`src/rtl/regfile_pkg.sv`:
```
// Shared types and sizes for the register file writeback path.
// No logic; widths, register count and the writeback FSM state type.
// Imported by the arbiter top and any other register file clients.
package regfile_pkg;

  localparam int DATA_W   = 32;
  localparam int ADDR_W   = 5;
  localparam int NUM_REGS = 32;

  typedef enum logic {ST_INIT, ST_RUN} wb_state_t;

  typedef logic [ADDR_W-1:0] reg_addr_t;
  typedef logic [DATA_W-1:0] reg_data_t;

endpackage

```
`src/rtl/rr_arbiter.sv`:
```
// Round-robin one-hot grant generator: first request at or after ptr_in, wrapping.
// Latency: purely combinational, zero cycles.
// Backpressure: none internally; the caller masks req_in to withhold grants.
module rr_arbiter #(
  parameter int N     = 3,
  parameter int IDX_W = (N > 1) ? $clog2(N) : 1
) (
  input  logic [N-1:0]     req_in,
  input  logic [IDX_W-1:0] ptr_in,
  output logic [N-1:0]     gnt_out,
  output logic [IDX_W-1:0] gnt_idx_out,
  output logic             gnt_vld_out
);

  // Search upward from the pointer, modulo N, and grant the first requester found.
  always_comb begin
    int idx;
    idx         = 0;
    gnt_out     = '0;
    gnt_idx_out = '0;
    gnt_vld_out = 1'b0;
    for (int k = 0; k < N; k++) begin
      idx = (int'(ptr_in) + k) % N;
      if (!gnt_vld_out && req_in[idx]) begin
        gnt_vld_out  = 1'b1;
        gnt_out[idx] = 1'b1;
        gnt_idx_out  = IDX_W'(idx);
      end
    end
  end

endmodule

```
`src/rtl/regfile_wb_arbiter.sv`:
```
// Shares the register file write port among NUM_REQ writeback requesters (round-robin),
// after zeroing every register. Latency: one cycle from handshake to we/wa/wd at the port.
// Backpressure: ready is withheld during init and on an init_in cycle. Optional: REGFILE_WB_BYPASS_EN.
module regfile_wb_arbiter
  import regfile_pkg::*;
#(
  parameter int NUM_REQ = 3
) (
  input  logic                      clk_in,
  input  logic                      rst_n_in,
  input  logic                      init_in,
  input  logic [NUM_REQ-1:0]        req_valid_in,
  input  logic [NUM_REQ*ADDR_W-1:0] req_addr_in,
  input  logic [NUM_REQ*DATA_W-1:0] req_data_in,
`ifdef REGFILE_WB_BYPASS_EN
  input  logic [ADDR_W-1:0]         rs1_in,
  input  logic [ADDR_W-1:0]         rs2_in,
  input  logic [DATA_W-1:0]         rd1_in,
  input  logic [DATA_W-1:0]         rd2_in,
  output logic [DATA_W-1:0]         rd1_out,
  output logic [DATA_W-1:0]         rd2_out,
`endif
  output logic [NUM_REQ-1:0]        req_ready_out,
  output logic                      we_out,
  output logic [ADDR_W-1:0]         wa_out,
  output logic [DATA_W-1:0]         wd_out,
  output logic                      init_done_out
);

  localparam int IDX_W = (NUM_REQ > 1) ? $clog2(NUM_REQ) : 1;

  wb_state_t        state_q, state_d;
  reg_addr_t        cnt_q, cnt_d;
  logic [IDX_W-1:0] ptr_q, ptr_d;
  logic             we_q, we_d;
  reg_addr_t        wa_q, wa_d;
  reg_data_t        wd_q, wd_d;

  logic [NUM_REQ-1:0] arb_req;
  logic [NUM_REQ-1:0] gnt;
  logic [IDX_W-1:0]   gnt_idx;
  logic               gnt_vld;
  reg_addr_t          sel_addr;
  reg_data_t          sel_data;

  // Requests only reach the arbiter in RUN and not on an init_in cycle, so ready is all zero otherwise.
  assign arb_req = (state_q == ST_RUN && !init_in) ? req_valid_in : '0;

  rr_arbiter #(
    .N     (NUM_REQ),
    .IDX_W (IDX_W)
  ) u_rr_arbiter (
    .req_in      (arb_req),
    .ptr_in      (ptr_q),
    .gnt_out     (gnt),
    .gnt_idx_out (gnt_idx),
    .gnt_vld_out (gnt_vld)
  );

  assign sel_addr = req_addr_in[int'(gnt_idx)*ADDR_W +: ADDR_W];
  assign sel_data = req_data_in[int'(gnt_idx)*DATA_W +: DATA_W];

  // Next-state: init walk writes zeros; RUN registers the granted write and advances the pointer.
  always_comb begin
    state_d = state_q;
    cnt_d   = cnt_q;
    ptr_d   = ptr_q;
    we_d    = 1'b0;
    wa_d    = wa_q;
    wd_d    = wd_q;
    case (state_q)
      ST_INIT: begin
        if (init_in) begin
          // Restart the walk; the next cycle writes address 0 again.
          cnt_d = '0;
        end else begin
          we_d  = 1'b1;
          wa_d  = cnt_q;
          wd_d  = '0;
          cnt_d = cnt_q + 1'b1;
          if (cnt_q == reg_addr_t'(NUM_REGS - 1)) begin
            state_d = ST_RUN;
            cnt_d   = '0;
          end
        end
      end
      ST_RUN: begin
        if (init_in) begin
          state_d = ST_INIT;
          cnt_d   = '0;
        end else if (gnt_vld) begin
          ptr_d = (int'(gnt_idx) == NUM_REQ - 1) ? '0 : gnt_idx + 1'b1;
          // x0 is hardwired zero: consume the request but never write it.
          if (sel_addr != '0) begin
            we_d = 1'b1;
            wa_d = sel_addr;
            wd_d = sel_data;
          end
        end
      end
      default: state_d = ST_INIT;
    endcase
  end

  // State and registered write-port outputs; reset drops any partial write immediately.
  always_ff @(posedge clk_in or negedge rst_n_in) begin
    if (!rst_n_in) begin
      state_q <= ST_INIT;
      cnt_q   <= '0;
      ptr_q   <= '0;
      we_q    <= 1'b0;
      wa_q    <= '0;
      wd_q    <= '0;
    end else begin
      state_q <= state_d;
      cnt_q   <= cnt_d;
      ptr_q   <= ptr_d;
      we_q    <= we_d;
      wa_q    <= wa_d;
      wd_q    <= wd_d;
    end
  end

  assign req_ready_out = gnt;
  assign we_out        = we_q;
  assign wa_out        = wa_q;
  assign wd_out        = wd_q;
  assign init_done_out = (state_q == ST_RUN);

`ifdef REGFILE_WB_BYPASS_EN
  // Forward the write currently at the port to same-cycle readers; x0 always reads raw.
  assign rd1_out = (we_q && wa_q == rs1_in && rs1_in != '0) ? wd_q : rd1_in;
  assign rd2_out = (we_q && wa_q == rs2_in && rs2_in != '0) ? wd_q : rd2_in;
`endif

endmodule

```
`config.mk`:
```
export PLATFORM = sky130hd
export DESIGN_NAME = regfile_wb_arbiter
export DESIGN_NICKNAME = d
export VERILOG_FILES = /design/src/rtl/regfile_pkg.sv /design/src/rtl/rr_arbiter.sv /design/src/rtl/regfile_wb_arbiter.sv
export SDC_FILE = /design/constraint.sdc
export NUM_CORES = 1
export LEC_CHECK = 0
export ABC_AREA = 1
export CAP_MARGIN = 40
export CORE_ASPECT_RATIO = 0.7
export CORE_MARGIN = 3
export CORE_UTILIZATION = 29
export DETAILED_ROUTE_END_ITERATION = 12
export PLACE_DENSITY = 0.67
export SYNTH_ARGS = -nofsm -noshare
export SYNTH_HDL_FRONTEND = slang
export SYNTH_SLANG_ARGS = --single-unit
```
`constraint.sdc`:
```
create_clock -name clk_in -period 3.4 [get_ports clk_in]
set_clock_uncertainty 0.05 [all_clocks]
set_input_delay 0.51 -clock clk_in [delete_from_list [all_inputs] [get_ports clk_in]]
set_output_delay 0.51 -clock clk_in [all_outputs]
set_load 0.02 [all_outputs]
```
==> results.toml <==
[run_status]
status = "finished clean"

[synth]
yosysSeqAreaShare = 0.361
synth_cell_types = 31
ys_warn_count = 0
ys_ff_latch = 46
netlist_area_um2 = 3190
synthFlopType = "dfrtp_1"
synth_edf_count = 0
synth_nets = 572
syn_inst = 449
async_flop_share = 1.00
avgSynthCellArea_um2 = 7.11

[clocking]
cts_sinks = 46
clock_latency_ps = 280
numCtsBuffers = 5
clkSlewWorstSetupHoldPaths_ps = 60
root_buffer = "clkbuf_16"
tritoncts = "built"
cts_buffer_depth = 2
ctsHoldBuffers = 0
htree_num_levels = 2

[setup_path]
arrival_ps = 2600
max_stage_delay_ps = 630
r2r_end = "wa_out[3]$_DFFE_PN0P_"
critPathCaptureType = "output port"
reg2regPathDepth = 19
reg2reg_from = "ptr_q[0]$_DFFE_PN0P_"
crit_path_start_kind = "flop"
critPathRequiredTime_ps = 2840
path_max_fanout = 7
setup.worst_path.class = "reg2out"
slowest_stage = "clkdlybuf4s50_1"
reg2reg_slack_ps = 290
worstPathCellList = "inv_1, ha_1, nor2_1, nand2_1, nand2_2, inv_1, nand2_2, nand4_1, buf_4, o211ai_1, clkdlybuf4s50_1"

[sta]
fin_hold_ws_ps = 158
worst_pin_slew_ps = 699
fmax_ghz = 0.317
finalCritPeriodShare = 0.928
hold_viol_final = 0
maxSlewViolCount = 0
finalCriticalPeriod_ps = 3160
tns_ps = 0
worst_slack_ps = 245
slew_headroom = 0.532
rsz0062_at_grt = "no"
finalSetupViolCount = 0

[power]
p_per_area_nw_per_um2 = 926
ir_worst_vdd_mv = 0.453
leakage_nw = 2.21

[detailed_routing]
ant_nets = 0
drt-initial-drc-count = 163
wirelength_mm = 11.2
wire_per_inst_um = 15.0
vias_per_cell = 4.88
drc = 0
drtPass1Iterations = 4
route.vias.total = 3652

[die]
fp.dieW_um = 131
core_area_um2 = 10600
die-area_um2 = 12300
ios = 159
initial_utilization = 0.302
die_h_um = 93.8
rows = 31

[min_path]
min_path_type = "in2async"

[final_layout]
fillers = 1027
seq_area_um2 = 1150
multi_input_area_um2 = 1790
final_area_um2 = 5060
nets = 723
antenna_cells = 0
syn2layout_area_growth_pct = 58.7
drive_gt1_frac = 0.110

[global_route]
gr-total-overflow = 0
antenna_found_initial = 0
grt_max_degree = 38
gr-usage-all-layers = 0.181
grt_pass1_wl_mm = 18.4
grt_pass1_vias = 3565

[place]
gp_congestion = 0.861
dp_worst_setup_slack_ps = -43.2
hpwl_mm = 8.54
portBuffers = 158
placed_cell_area_um2 = 4920

[job]
maxCapViolCount = 0
synthesized netlist by cell type (all sizes together) (4+ instances only):
cell | number | area [um^2]
ha | 6 | 75.1
dfrtp | 46 | 1150
nand4 | 4 | 25.0
nor2 | 14 | 65.1
nand2 | 159 | 619
o21ai | 73 | 369
nand3 | 54 | 385
a21oi | 33 | 165
inv | 16 | 60.1
clkbuf | 15 | 56.3
buf | 18 | 138
cell families after synthesis:
kind of cell	share of synthesized area
fa+ha+maj	0.0235
flops	0.361
buf+inv	0.0796
compound gates	0.182
xor+xnor	0.00549
simple gates	0.349
critical path, delay by kind of cell, from the launching register on:
family          cells  cell delay [ps]
buf+inv             4              950
simple gates        5              500
flops               1              410
fa+ha+maj           1              390
compound gates      1               90
worst max-delay path by stage:
stage                          from                      to  slack [ps]
2_1_floorplan  ptr_q[0]$_DFFE_PN0P_        req_ready_out[2]         860
3_3_place_gp                init_in  wd_out[15]$_DFFE_PN0P_         170
3_5_place_dp                init_in   wd_out[6]$_DFFE_PN0P_         -40
4_1_cts        ptr_q[0]$_DFFE_PN0P_   wd_out[1]$_DFFE_PN0P_         120
5_1_grt        ptr_q[0]$_DFFE_PN0P_   wa_out[3]$_DFFE_PN0P_          10
6_report       ptr_q[0]$_DFFE_PN0P_        req_ready_out[2]         240
per-stage QoR:
stage          total power, mW  std cells  utilization
2_1_floorplan             3.17        449            -
3_3_place_gp              4.14        739        0.465
3_5_place_dp              4.25        740        0.466
4_1_cts                   4.73        747        0.479
5_1_grt                   5.14        748        0.480
6_report                  4.69        748        0.480
sequential cells by signal, indices dropped and copies added (netlist names):
name / cells
we_out: 1
init_done_out: 1
ptr_q: 2
wa_out: 5
cnt_q: 5
wd_out: 32
timing repair:
action                     in CTS  in global routing
resized for setup               0                  2
setup buffers                   0                  1
setup endpoints to repair       0                 38
cell type report:
type,instances,area share
Timing Repair Buffer,177,0.344
Clock buffer,7,0.0262
Multi-Input combinational cell,354,0.353
Inverter,16,0.0124
Tap cell,148,0.0366
Sequential cell,46,0.227
cells in the final DEF (no fill, tap or decap), types with 2 or more instances in the layout:
cell,n
nand3_2,23
nand3_1,31
ha_1,6
clkbuf_16,5
dfrtp_1,46
o21ai_1,3
o21ai_0,69
nand4_1,4
clkdlybuf4s50_1,157
buf_12,2
nor2_1,11
buf_4,17
inv_1,12
nand2_1,149
o22ai_1,2
clkbuf_1,2
nor3_1,2
nor2_2,2
inv_2,3
nand2_2,10
a21oi_1,33
per-layer routing:
layer | vias up | global-route usage | wire [um]
met5 | - | 0 | 0
met1 | 1706 | 0.241 | 5120
met4 | 0 | 0.0367 | 150
met3 | 12 | 0.0444 | 725
li1 | 1797 | - | -
met2 | 137 | 0.303 | 5220
report_power, final:
group          internal [mW]  switching, mW  total (mW)
clock network          0.269          0.191       0.460
logic                   1.25           2.10        3.35
registers              0.757          0.117       0.875
total                   2.28           2.41        4.69
(Power assumes the default switching activity.)
